==> src/rtl/imem_ctrl_pkg.sv <==
// Shared constants, state encodings and address check for the instruction-memory port arbiter.
// Pure declarations: no latency, no backpressure.
package imem_ctrl_pkg;

  localparam int DEPTH = 32;
  localparam int AW    = $clog2(DEPTH);

  typedef enum logic {
    SLOT_EMPTY = 1'b0,
    SLOT_FULL  = 1'b1
  } slot_state_t;

  typedef enum logic {
    REQ_FETCH = 1'b0,
    REQ_LOAD  = 1'b1
  } req_sel_t;

  // Word accesses only, and nothing beyond the end of the array.
  function automatic logic addr_bad(input logic [31:0] addr);
    return (addr[1:0] != 2'b00) || (addr[31:AW+2] != '0);
  endfunction

endpackage

==> src/rtl/imem_port_arbiter_if.sv <==
// Fetch, loader and memory-array signal bundle of the arbiter; slave = arbiter side.
// Fetch responses use valid/ready; loader and memory sides are single-cycle strobes.
interface imem_port_arbiter_if;
  import imem_ctrl_pkg::*;

  logic          f_req_i;
  logic [31:0]   f_addr_i;
  logic          f_gnt_o;
  logic          f_rvalid_o;
  logic [31:0]   f_rdata_o;
  logic          f_err_o;
  logic          f_rready_i;

  logic          l_req_i;
  logic [31:0]   l_addr_i;
  logic [31:0]   l_wdata_i;
  logic          l_gnt_o;
  logic          l_done_o;
  logic          l_err_o;

  logic [AW-1:0] mem_addr_o;
  logic          mem_we_o;
  logic [31:0]   mem_wdata_o;
  logic [31:0]   mem_rdata_i;

  modport slave (
    input  f_req_i, f_addr_i, f_rready_i,
    output f_gnt_o, f_rvalid_o, f_rdata_o, f_err_o,
    input  l_req_i, l_addr_i, l_wdata_i,
    output l_gnt_o, l_done_o, l_err_o,
    output mem_addr_o, mem_we_o, mem_wdata_o,
    input  mem_rdata_i
  );

  modport master (
    output f_req_i, f_addr_i, f_rready_i,
    input  f_gnt_o, f_rvalid_o, f_rdata_o, f_err_o,
    output l_req_i, l_addr_i, l_wdata_i,
    input  l_gnt_o, l_done_o, l_err_o,
    input  mem_addr_o, mem_we_o, mem_wdata_o,
    output mem_rdata_i
  );

endinterface

==> src/rtl/rr_arb2.sv <==
// Two-way round-robin arbiter: combinational grant, pointer remembers the last winner.
// Zero latency; a requester that is not eligible is simply never granted.
module rr_arb2
  import imem_ctrl_pkg::*;
(
  input  logic       core_clk,
  input  logic       arst_n,
  input  logic [1:0] req,
  input  logic [1:0] eligible,
  output logic [1:0] gnt
);

  req_sel_t   last_q;
  logic [1:0] act;

  assign act = req & eligible;

  always_comb begin
    gnt = act;
    if (act == 2'b11) begin
      gnt = (last_q == REQ_LOAD) ? 2'b01 : 2'b10;
    end
  end

  always_ff @(posedge core_clk or negedge arst_n) begin
    if (!arst_n) begin
      last_q <= REQ_FETCH;
    end else if (gnt[1]) begin
      last_q <= REQ_LOAD;
    end else if (gnt[0]) begin
      last_q <= REQ_FETCH;
    end
  end

endmodule

==> src/rtl/imem_port_arbiter.sv <==
// Shares one combinational-read memory between fetch (read, 1-cycle registered response) and loader (write).
// Fetch is held off only while its single response slot is full and not being drained.
module imem_port_arbiter
  import imem_ctrl_pkg::*;
(
  input  logic                  clk_i,
  input  logic                  rst_i,
  imem_port_arbiter_if.slave    bus
);

  slot_state_t slot_q, slot_d;
  logic [1:0]  req, elig, gnt;
  logic        f_acc, l_acc, f_bad, l_bad;
  logic [31:0] rdata_q;
  logic        err_q, done_q, lerr_q;

  assign f_bad = addr_bad(bus.f_addr_i);
  assign l_bad = addr_bad(bus.l_addr_i);

  // A full slot still admits a new fetch when it drains in the same cycle.
  assign req  = {bus.l_req_i, bus.f_req_i};
  assign elig = {1'b1, (slot_q == SLOT_EMPTY) || bus.f_rready_i};

  rr_arb2 u_arb (
    .core_clk (clk_i),
    .arst_n   (rst_i),
    .req      (req),
    .eligible (elig),
    .gnt      (gnt)
  );

  assign f_acc = gnt[0];
  assign l_acc = gnt[1];

  always_comb begin
    slot_d = slot_q;
    case (slot_q)
      SLOT_EMPTY: if (f_acc) slot_d = SLOT_FULL;
      SLOT_FULL:  if (!f_acc && bus.f_rready_i) slot_d = SLOT_EMPTY;
      default:    slot_d = SLOT_EMPTY;
    endcase
  end

  always_ff @(posedge clk_i or negedge rst_i) begin
    if (!rst_i) begin
      slot_q <= SLOT_EMPTY;
    end else begin
      slot_q <= slot_d;
    end
  end

  always_comb begin
    bus.mem_addr_o  = '0;
    bus.mem_we_o    = 1'b0;
    bus.mem_wdata_o = '0;
    if (f_acc) begin
      bus.mem_addr_o = bus.f_addr_i[AW+1:2];
    end else if (l_acc) begin
      bus.mem_addr_o  = bus.l_addr_i[AW+1:2];
      bus.mem_we_o    = !l_bad;
      bus.mem_wdata_o = bus.l_wdata_i;
    end
  end

  always_ff @(posedge clk_i or negedge rst_i) begin
    if (!rst_i) begin
      rdata_q <= '0;
      err_q   <= 1'b0;
      done_q  <= 1'b0;
      lerr_q  <= 1'b0;
    end else begin
      if (f_acc) begin
        rdata_q <= f_bad ? 32'h0 : bus.mem_rdata_i;
        err_q   <= f_bad;
      end
      done_q <= l_acc;
      lerr_q <= l_acc && l_bad;
    end
  end

  assign bus.f_gnt_o    = f_acc;
  assign bus.l_gnt_o    = l_acc;
  assign bus.f_rvalid_o = (slot_q == SLOT_FULL);
  assign bus.f_rdata_o  = rdata_q;
  assign bus.f_err_o    = err_q;
  assign bus.l_done_o   = done_q;
  assign bus.l_err_o    = lerr_q;

endmodule

==> src/flat_wrapper.sv <==
// flat-port wrapper written by rule: the top's interface ports become plain ports
module imem_port_arbiter_flat import imem_ctrl_pkg::*;
  (clk_i, rst_i, bus_f_req_i, bus_f_addr_i, bus_f_rready_i, bus_f_gnt_o, bus_f_rvalid_o, bus_f_rdata_o, bus_f_err_o, bus_l_req_i, bus_l_addr_i, bus_l_wdata_i, bus_l_gnt_o, bus_l_done_o, bus_l_err_o, bus_mem_addr_o, bus_mem_we_o, bus_mem_wdata_o, bus_mem_rdata_i);
  imem_port_arbiter_if bus_i ();
  input  logic clk_i;
  input  logic rst_i;
  input wire logic [$bits(bus_i.f_req_i)-1:0] bus_f_req_i;
  input wire logic [$bits(bus_i.f_addr_i)-1:0] bus_f_addr_i;
  input wire logic [$bits(bus_i.f_rready_i)-1:0] bus_f_rready_i;
  output wire logic [$bits(bus_i.f_gnt_o)-1:0] bus_f_gnt_o;
  output wire logic [$bits(bus_i.f_rvalid_o)-1:0] bus_f_rvalid_o;
  output wire logic [$bits(bus_i.f_rdata_o)-1:0] bus_f_rdata_o;
  output wire logic [$bits(bus_i.f_err_o)-1:0] bus_f_err_o;
  input wire logic [$bits(bus_i.l_req_i)-1:0] bus_l_req_i;
  input wire logic [$bits(bus_i.l_addr_i)-1:0] bus_l_addr_i;
  input wire logic [$bits(bus_i.l_wdata_i)-1:0] bus_l_wdata_i;
  output wire logic [$bits(bus_i.l_gnt_o)-1:0] bus_l_gnt_o;
  output wire logic [$bits(bus_i.l_done_o)-1:0] bus_l_done_o;
  output wire logic [$bits(bus_i.l_err_o)-1:0] bus_l_err_o;
  output wire logic [$bits(bus_i.mem_addr_o)-1:0] bus_mem_addr_o;
  output wire logic [$bits(bus_i.mem_we_o)-1:0] bus_mem_we_o;
  output wire logic [$bits(bus_i.mem_wdata_o)-1:0] bus_mem_wdata_o;
  input wire logic [$bits(bus_i.mem_rdata_i)-1:0] bus_mem_rdata_i;
  assign bus_i.f_req_i = bus_f_req_i;
  assign bus_i.f_addr_i = bus_f_addr_i;
  assign bus_i.f_rready_i = bus_f_rready_i;
  assign bus_f_gnt_o = bus_i.f_gnt_o;
  assign bus_f_rvalid_o = bus_i.f_rvalid_o;
  assign bus_f_rdata_o = bus_i.f_rdata_o;
  assign bus_f_err_o = bus_i.f_err_o;
  assign bus_i.l_req_i = bus_l_req_i;
  assign bus_i.l_addr_i = bus_l_addr_i;
  assign bus_i.l_wdata_i = bus_l_wdata_i;
  assign bus_l_gnt_o = bus_i.l_gnt_o;
  assign bus_l_done_o = bus_i.l_done_o;
  assign bus_l_err_o = bus_i.l_err_o;
  assign bus_mem_addr_o = bus_i.mem_addr_o;
  assign bus_mem_we_o = bus_i.mem_we_o;
  assign bus_mem_wdata_o = bus_i.mem_wdata_o;
  assign bus_i.mem_rdata_i = bus_mem_rdata_i;
  imem_port_arbiter u_core (.clk_i(clk_i), .rst_i(rst_i), .bus(bus_i));
endmodule
==> config.mk <==
export PLATFORM = sky130hd
export DESIGN_NAME = imem_port_arbiter_flat
export DESIGN_NICKNAME = d
export VERILOG_FILES = /design/src/rtl/imem_ctrl_pkg.sv /design/src/rtl/imem_port_arbiter_if.sv /design/src/rtl/rr_arb2.sv /design/src/rtl/imem_port_arbiter.sv /design/src/flat_wrapper.sv
export SDC_FILE = /design/constraint.sdc
export NUM_CORES = 1
export LEC_CHECK = 0
export CORE_MARGIN = 2
export CORE_UTILIZATION = 29
export DETAILED_ROUTE_END_ITERATION = 10
export PLACE_DENSITY = 0.85
export SYNTH_ARGS = -nofsm -noshare
export SYNTH_HDL_FRONTEND = slang
export SYNTH_HIERARCHICAL = 1
export SYNTH_SLANG_ARGS = --single-unit
==> constraint.sdc <==
create_clock -name clk_i -period 2.45 [get_ports clk_i]
set_input_delay 0.49 -clock clk_i [delete_from_list [all_inputs] [get_ports clk_i]]
set_output_delay 0.49 -clock clk_i [all_outputs]
set_load 0.05 [all_outputs]
; ---- Word-level counts from Yosys, hierarchy flattened
; Index checks and enable logic that the tools add are counted.
[totals]
ff_bits = 37
latchBits = 0
mem_bits_rw = 0
romBits = 0
input_bits = 133
out_inout_bits = 76
n_memories = 0
[classes]
add_sub_neg = 0
multipliers = 0
div = 0
magnitude_cmp = 0
eq_ne = 1
shifts = 0
mux = 14
bitwise = 2
n_reduce_logical = 12
[op_table]
columns = operator, n
row1 = two-way mux 32 bit, 3
row2 = nonzero test 25 bit, 2
row3 = two-way mux 5 bit, 2
row4 = two-way mux 1 bit, 6
row5 = nonzero test 2 bit, 3
row6 = two-way mux 2 bit, 2
row7 = logical OR 1 bit, 3
row8 = AND 2 bit, 1
row9 = == test 2 bit (second input constant), 1
row10 = logical AND 1 bit, 2
row11 = zero test 1 bit, 2
row12 = one-hot mux 1 bit (2 select lines), 1
row13 = NOT 1 bit, 1

; ---- Longest topological paths before layout
; Gate-level depths: netlist of run 1.
[depth]
word_depth = 9
depth_mapped = 6
depth_no_buf = 4

; ---- Cells and area by module
; The synthesis of run 1 kept the hierarchy.
[modules_own_cells]
columns = module, instances, cells_each, area_each_um2, seq_area_each_um2
row1 = imem_port_arbiter, 1, 184, 1979.4, 900.9
row2 = rr_arb2, 1, 6, 56.3, 25.0

; ---- Worst setup path before layout of run 1
; OpenSTA, ideal clock, no wires.
[synth_timing]
path_type = reg-to-output
start = register u_core.slot_q (netlist: u_core/bus.f_rvalid_o)
end = output port bus_mem_we_o
arrival_time_ps = 3448
path_slack_ps = -1488
stages_incl_launch_ff = 4
cell_sequence = dfrtp_1 -> nand2b_1 -> a31oi_1 -> nor4b_1
[synth_via]
elab_chain_len = 7
[synth_rtl]
columns = element, line_no
row1 = start: declaration, imem_port_arbiter.sv:11  ; slot_state_t slot_q, slot_d;
row2 = start signal: assignment, imem_port_arbiter.sv:48  ; slot_q <= slot_d;
row3 = NOT 1 bit, imem_port_arbiter.sv:22  ; assign elig = {1'b1, (slot_q == SLOT_EMPTY) || bus.f_rready_i};
row4 = logical OR 1 bit, imem_port_arbiter.sv:22
row5 = net u_core.elig[0], imem_port_arbiter.sv:12  ; logic [1:0] req, elig, gnt;
row6 = AND 2 bit, rr_arb2.sv:16  ; assign act = req & eligible;
row7 = == test 2 bit, rr_arb2.sv:20  ; if (act == 2'b11) begin
row8 = two-way mux 2 bit, rr_arb2.sv:20
row9 = net bus_l_gnt_o, flat_wrapper.sv:17  ; output wire logic [$bits(bus_i.l_gnt_o)-1:0] bus_l_gnt_o;
row10 = two-way mux 1 bit, imem_port_arbiter.sv:58  ; end else if (l_acc) begin
row11 = two-way mux 1 bit, imem_port_arbiter.sv:56  ; if (f_acc) begin
row12 = end: declaration, flat_wrapper.sv:21  ; output wire logic [$bits(bus_i.mem_we_o)-1:0] bus_mem_we_o;
; The timed path passes the listed nets, and every way through them passes these cells.

; ---- Worst setup path after layout of run 1
[layout_timing]
start = input port bus_l_addr_i[22]
end = output port bus_mem_we_o
[layout_via]
elab_chain_len = 5
[layout_rtl]
columns = element, line_no
row1 = start: declaration, flat_wrapper.sv:15  ; input wire logic [$bits(bus_i.l_addr_i)-1:0] bus_l_addr_i;
row2 = nonzero test 25 bit, imem_ctrl_pkg.sv:20  ; return (addr[1:0] != 2'b00) || (addr[31:AW+2] != '0);
row3 = logical OR 1 bit, imem_ctrl_pkg.sv:20
row4 = zero test 1 bit, imem_port_arbiter.sv:60  ; bus.mem_we_o = !l_bad;
row5 = two-way mux 1 bit, imem_port_arbiter.sv:58
row6 = two-way mux 1 bit, imem_port_arbiter.sv:56
; Every way passes these cells.

==> results of run 1 <==
[power groups by stage]
stage / combinational [µW] / sequential, µW / clock (µW)
floorplan: 220 / 659 / 0
global placement: 670 / 641 / 0
detailed placement: 676 / 642 / 0
CTS: 721 / 633 / 445
global route: 752 / 634 / 482
finish: 720 / 633 / 434
[synthesized netlist by cell type, drive strengths merged (2+ instances only)]
master,instances
a31oi,3
dfrtp,37
nand2,3
nor2,2
and2,32
nand2b,2
buf,12
nor2b,33
nor4,12
a41o,32
a22o,4
clkbuf,7
[metrics by stage]
step | hold slack [ns] | power (µW)
4_1_cts | 0.326 | 1800
3_5_place_dp | 0.530 | 1320
3_3_place_gp | 0.529 | 1310
5_1_grt | 0.358 | 1870
2_1_floorplan | 0.194 | 879
6_report | 0.294 | 1790
[flip-flops by register name, indices dropped and copies added, names as in the netlist]
| name | flops |
|---|---|
| u_core/bus.f_rdata_o | 32 |
| u_core/bus.f_err_o | 1 |
| u_core/u_arb/last_q | 1 |
| u_core/bus.l_err_o | 1 |
| u_core/bus.f_rvalid_o | 1 |
| u_core/bus.l_done_o | 1 |
[kinds of logic after synthesis]
| kind of cell | synth area share (%) |
|---|---|
| buf+inv | 6.52 |
| compound gates | 19.7 |
| simple gates | 28.1 |
| other cells | 0.184 |
| flops | 45.5 |
[cell type report]
cell class	count	share of cell area [%]
Timing Repair Buffer	223	54.1
Multi-Input combinational cell	135	22.8
Sequential cell	37	18.9
Tap cell	96	2.44
Clock buffer	6	1.68
Clock inverter	1	0.153
[worst max-delay path by stage]
| stage | start | endpoint | slack [ns] | depth (start not counted) |
|---|---|---|---|---|
| 2_1_floorplan | bus_f_rready_i | bus_mem_wdata_o[10] | -0.03 | 6 |
| 3_3_place_gp | bus_f_rready_i | bus_mem_wdata_o[28] | -0.14 | 7 |
| 3_5_place_dp | bus_l_req_i | bus_mem_wdata_o[31] | -0.15 | 7 |
| 4_1_cts | bus_l_addr_i[15] | bus_mem_we_o | 0.004 | 5 |
| 5_1_grt | bus_l_addr_i[24] | bus_mem_we_o | -0.01 | 5 |
| 6_report | bus_l_addr_i[22] | bus_mem_we_o | 0.02 | 5 |
[per-layer routing]
layer | share of wire, % | vias up | track usage, %
met5 | 0 | - | 0
li1 | - | 1129 | -
met2 | 51 | 123 | 39.9
met3 | 8.3 | 18 | 7.45
met1 | 38 | 1137 | 29.0
met4 | 2.4 | 0 | 6.85
[repair_timing]
item,CTS,global route
resized for setup,17,0
gates cloned,2,0
setup buffers,3,1
setup endpoints to repair,38,1
pin swaps,2,1
hold buffers,0,0
==> summary.md, run 1 <==
| Metric | Value |
|---|---|
| Initial core utilization | 30.0% |
| Hold/Removal Path Class | in -> async |
| Routed vias/inst | 4.83 |
| Final-stage net count | 535 |
| Cells after Synth | 190 |
| Clk slew on worst S/H paths | 0.07 ns |
| First-pass GRT wire length | 13.8 mm |
| Min Tclk post-route | 2.43 ns |
| Worst path max stage delay | 0.40 ns |
| FILL cells | 470 |
| Asr flop ratio synth | 100% |
| Row count | 30 |
| Crit-path max FO | 2 |
| Clock power share | 24.3% |
| Seq pwr share | 35.4% |
| Sw frac | 30.0% |
| Reg-to-reg critical path startpoint | u_core/u_arb/last_q |
| Final Setup Violations | 0 |
| CP top delay family | simple AND/OR/NAND/NOR gates |
| Required @ worst endpoint | 1.96 ns |
| Gate power share | 40.3% |
| WS Path Type | in -> out |
| Top FF cell, synth | dfrtp_1 |
| Grt ovf | 0 |
| Combined area of the multi-input logic cells | 1120 µm² |
| Die height | 87.8 µm |
| Worst setup margin | 0.0211 ns |
| Die area | 7710 µm² |
| Register area share after synthesis | 45.5% |
| Placer Congestion | 0.753 |
| Vias in the first global route | 2518 |
| Worst-skew pair later-pin latency | 0.28 ns |
| Cell Pwr Density | 363 nW/µm² |
| Top-area cell type share of the netlist area | 45.5% |
| FF/Latch Area | 927 µm² |
| WL final | 9.31 mm |
| Critical path endpoint category | output pin |
| Crit path arrival time | 1.94 ns |
| Max Cap Viol | 0 |
| Top-Level Pins | 209 |
| CP bufs+invs | 2 |
| Initial DRC count | 85 |
| Routed len/inst | 18.7 µm |
| Post-DRT Antenna Nets | 0 |
| R2R depth | 6 |
| DRC | 0 |
| CTS root buffer | clkbuf_8 |
| Outcome | completed |
| Post-synth EDFFs | 0 |
| VDD IR-drop max | 255 µV |
| Seq cells post-synth | 37 |
| Sw Pwr | 535 µW |
| Syn avg cell area | 10.7 µm² |
| Post-synthesis cell type count | 26 |
| Final Max Tran Viols | 0 |
| Period utilization | 99.1% |
| Dpl cell area | 4660 µm² |
| CTS tree | yes |
| Area leader, netlist | dfrtp_1 |
| Most common cell after layout, fill and taps aside | clkdlybuf4s50_1 |
| Fmax achieved | 0.412 GHz |
| Final instance area | 4920 µm² |
| Placed cell count | 485 |
| Clock buffer depth | 2 |
| Post-route setup TNS | 0 ns |
| Final hold viol count | 0 |
| Most frequent cells in the layout | clkdlybuf4s50_1, buf_12, dfrtp_1 |
| Pleak | 0.00229 µW |
| CTS H-tree lvls | 2 |
| Dpl ws | -0.151 ns |
| R2R Setup Slk | 0.58 ns |
| Total track usage | 23.6% |
| Slowest stage cell, crit path | clkdlybuf4s50_1 |
| Clock skew | 0.00497 ns |
| Synthesized cell area | 2040 µm² |
| Synth warn | 6 |
| Slew headroom | 45.7% |
| Clk sink count | 37 |
| Layout area overhead | 142% |
| Layout cell share with drive strength beyond 1 | 26.9% |
| First-pass DRT Iterations | 4 |
| Initial antenna violation count | 0 |
| CP Launch Type | primary input |
| Post-detail-place hpwl | 7.32 mm |
| Die Span X | 87.8 µm |
| Final Util | 72.4% |
| Pin count of the biggest net entering global routing | 38 |
| RR Endpoint | u_core/bus.f_rdata_o[29] |
| Finished Layout Cells | 498 |
| # diodes | 0 |
| Critical-path cell list | clkdlybuf4s50_1 > nor4_1 > nand3_1 > nor4b_4 > buf_6 |
| Internal power | 1250 µW |
| IO Port Bufs | 208 |
| CTS buffer count | 5 |
| Top post-synthesis cells by area | dfrtp_1, a41o_1, nor2b_1 |
| Vias | 2407 |
| Worst Max-Slew Pin Slew | 0.814 ns |
| Core footprint | 6790 µm² |
No activity file was read; power rests on OpenSTA's default activity.
==> inputs of run 2 (changes only) <==
PLACE_DENSITY = 0.91   (was 0.85)
==> run 2 against run 1 <==
Against the previous run: fmax grew 1.5%; register-to-register slack improved by 0.16 ns; combinational power increased by 1%; first-iteration DRC count fell by 38%; via count increased by 0.96%; flip-flop and latch count did not move; highest routed layer unchanged.
==> summary.md, run 2 (same netlist as run 1, synthesis figures left out) <==
| Metric | Value |
|---|---|
| Post-detail-place hpwl | 7.16 mm (-2.1%) |
| Slew headroom | 44.1% (-1.6 points) |
| DRC | 0 (unchanged) |
| Core footprint | 6790 µm² (unchanged) |
| Most frequent cells in the layout | clkdlybuf4s50_1, buf_12, dfrtp_1 |
| Clk sink count | 37 (unchanged) |
| FF/Latch Area | 927 µm² (unchanged) |
| Final instance area | 4940 µm² (+0.36%) |
| Initial DRC count | 53 (-38%) |
| First-pass GRT wire length | 13.8 mm (about the same) |
| Vias in the first global route | 2524 (+0.24%) |
| WS Path Type | in -> out |
| Final Max Tran Viols | 0 (unchanged) |
| Die height | 87.8 µm (unchanged) |
| RSZ-0062 raised after global routing | no |
| Hold/Removal Path Class | in -> async |
| Most common cell after layout, fill and taps aside | clkdlybuf4s50_1 |
| Outcome | completed |
| Crit path arrival time | 1.90 ns (-0.04 ns) |
| Largest register FFs | 32 (unchanged) |
| Cell Pwr Density | 362 nW/µm² (-0.29%) |
| CTS buffer count | 5 (unchanged) |
| CTS root buffer | clkbuf_8 |
| Reg-to-reg critical path startpoint | u_core/u_arb/last_q |
| Clk slew on worst S/H paths | 0.08 ns (about the same) |
| Clock skew | 0.0112 ns (+0.00623 ns) |
| Critical path endpoint category | output pin |
| Layout area overhead | 142% |
| Dpl cell area | 4660 µm² (-0.11%) |
| Final Setup Violations | 0 (unchanged) |
| Wire length on met1 | 3.52 mm (-1.7%) |
| PnR Total Power | 1790 µW (about the same) |
| R2R depth | 5 (-1) |
| WL met3 | 613 µm (-21%) |
| VDD IR-drop max | 275 µV (+7.5%) |
| Post-DRT Antenna Nets | 0 (unchanged) |
| Worst-skew pair later-pin latency | 0.29 ns (about the same) |
| Top Metal Used | met4 |
| # hold bufs at CTS | 0 (unchanged) |
| Clock buffer depth | 2 (unchanged) |
| Combined area of the multi-input logic cells | 1150 µm² (+2.3%) |
| Initial antenna violation count | 0 (unchanged) |
| Placer Congestion | 0.730 (-3.1%) |
| Initial core utilization | 30.0% (unchanged) |
| CTS tree | yes |
| Met2 wire length | 5.29 mm (+12%) |
| Layout cell share with drive strength beyond 1 | 27.8% (+0.93 points) |
| CTS H-tree lvls | 2 (unchanged) |
| Grt ovf | 0 (unchanged) |
| First-pass DRT Iterations | 4 (unchanged) |
| Worst hold slack | 0.303 ns (+0.00884 ns) |
| Final Util | 72.7% (+0.26 points) |
| Crit-path max FO | 2 (unchanged) |
| Pleak | 0.00235 µW (+2.4%) |
| Final-stage net count | 535 (unchanged) |
| R2R Setup Slk | 0.74 ns (+0.16 ns) |
| RR Endpoint | u_core/bus.f_rdata_o[0] |
| Routed len/inst | 19.1 µm (+2.3%) |
| Period utilization | 97.7% (-1.4 points) |
| Routed vias/inst | 4.86 (+0.55%) |
| Row count | 30 (unchanged) |
| Final hold viol count | 0 (unchanged) |
| WL final | 9.56 mm (+2.7%) |
| Top-Level Pins | 209 (unchanged) |
| Fmax achieved | 0.418 GHz (+1.5%) |
| Vias | 2430 (+0.96%) |
| Die area | 7710 µm² (unchanged) |
| Total track usage | 23.3% (-0.31 points) |
| IO Port Bufs | 208 (unchanged) |
| Required @ worst endpoint | 1.96 ns (about the same) |
| Worst Max-Slew Pin Slew | 0.839 ns (+0.0242 ns) |
| Min Tclk post-route | 2.39 ns (-0.0355 ns) |
| Max Cap Viol | 0 (unchanged) |
| Pin count of the biggest net entering global routing | 38 (unchanged) |
| CP Launch Type | primary input |
| Die Span X | 87.8 µm (unchanged) |
| FILL cells | 471 (+0.21%) |
==> run 2: cell count changes in the layout (fill, tap and decap cells not counted), sizes merged <==
cell and change:
clkinv +1, bufbuf -1, inv +1, clkdlybuf4s50 -4, dlygate4sd2 -2, dlymetal6s2s +6, diode +1
==> run 2: report_power, final <==
group	internal [µW]	leakage (µW)	switching [µW]
sequential	620	0.000505	12.0
clock	202	0.0000445	227
combinational	408	0.00180	319
total	1230	0.00235	558
==> run 2: layout make-up <==
type,instances,share of cell area [%]
timing repair buffer,223,53.7
multi-input combinational,135,23.2
sequential,37,18.8
tap,96,2.43
clock buffer,5,1.39
clock inverter,3,0.431
antenna,1,0.0507
==> run 2: metal layers <==
metal	GRT usage (%)	vias to the layer above
met5	0	-
met4	5.87	0
met3	5.56	12
met2	41.3	104
met1	28.4	1186
li1	-	1128
==> run 2: worst max-delay path by stage <==
stage	end	cells past startpoint	startpoint	slack, ns
floorplan	bus_mem_wdata_o[10]	6	bus_f_rready_i	-0.03
global placement	bus_mem_wdata_o[0]	7	bus_l_req_i	-0.06
detailed placement	bus_mem_wdata_o[4]	7	bus_l_req_i	-0.08
CTS	bus_mem_wdata_o[8]	7	bus_f_rready_i	-0.03
global route	bus_mem_we_o	5	bus_l_addr_i[24]	0.0002
finish	bus_mem_we_o	5	bus_l_addr_i[1]	0.06
==> run 2: what timing repair did <==
item | CTS | global route
gates cloned | 2 | 1
buffers inserted | 3 | 1
gates resized for setup | 29 | 14
endpoints found under the setup margin | 37 | 36
pin swaps | 1 | 9
==> run 2: critical path: stages <==
cell and delay [ns]:
clkdlybuf4s50_1 0.41, nor4_1 0.29, nand4_1 0.23, nor4b_4 0.28, buf_6 0.20
==> run 2: through the flow <==
step           instances  setup slack, ns  TNS, ns
5_1_grt              499         0.000187        0
2_1_floorplan        191          -0.0252   -0.756
6_report             500           0.0565        0
4_1_cts              499          -0.0252   -0.204
3_3_place_gp         486          -0.0636    -1.44
3_5_place_dp         486          -0.0818    -2.19
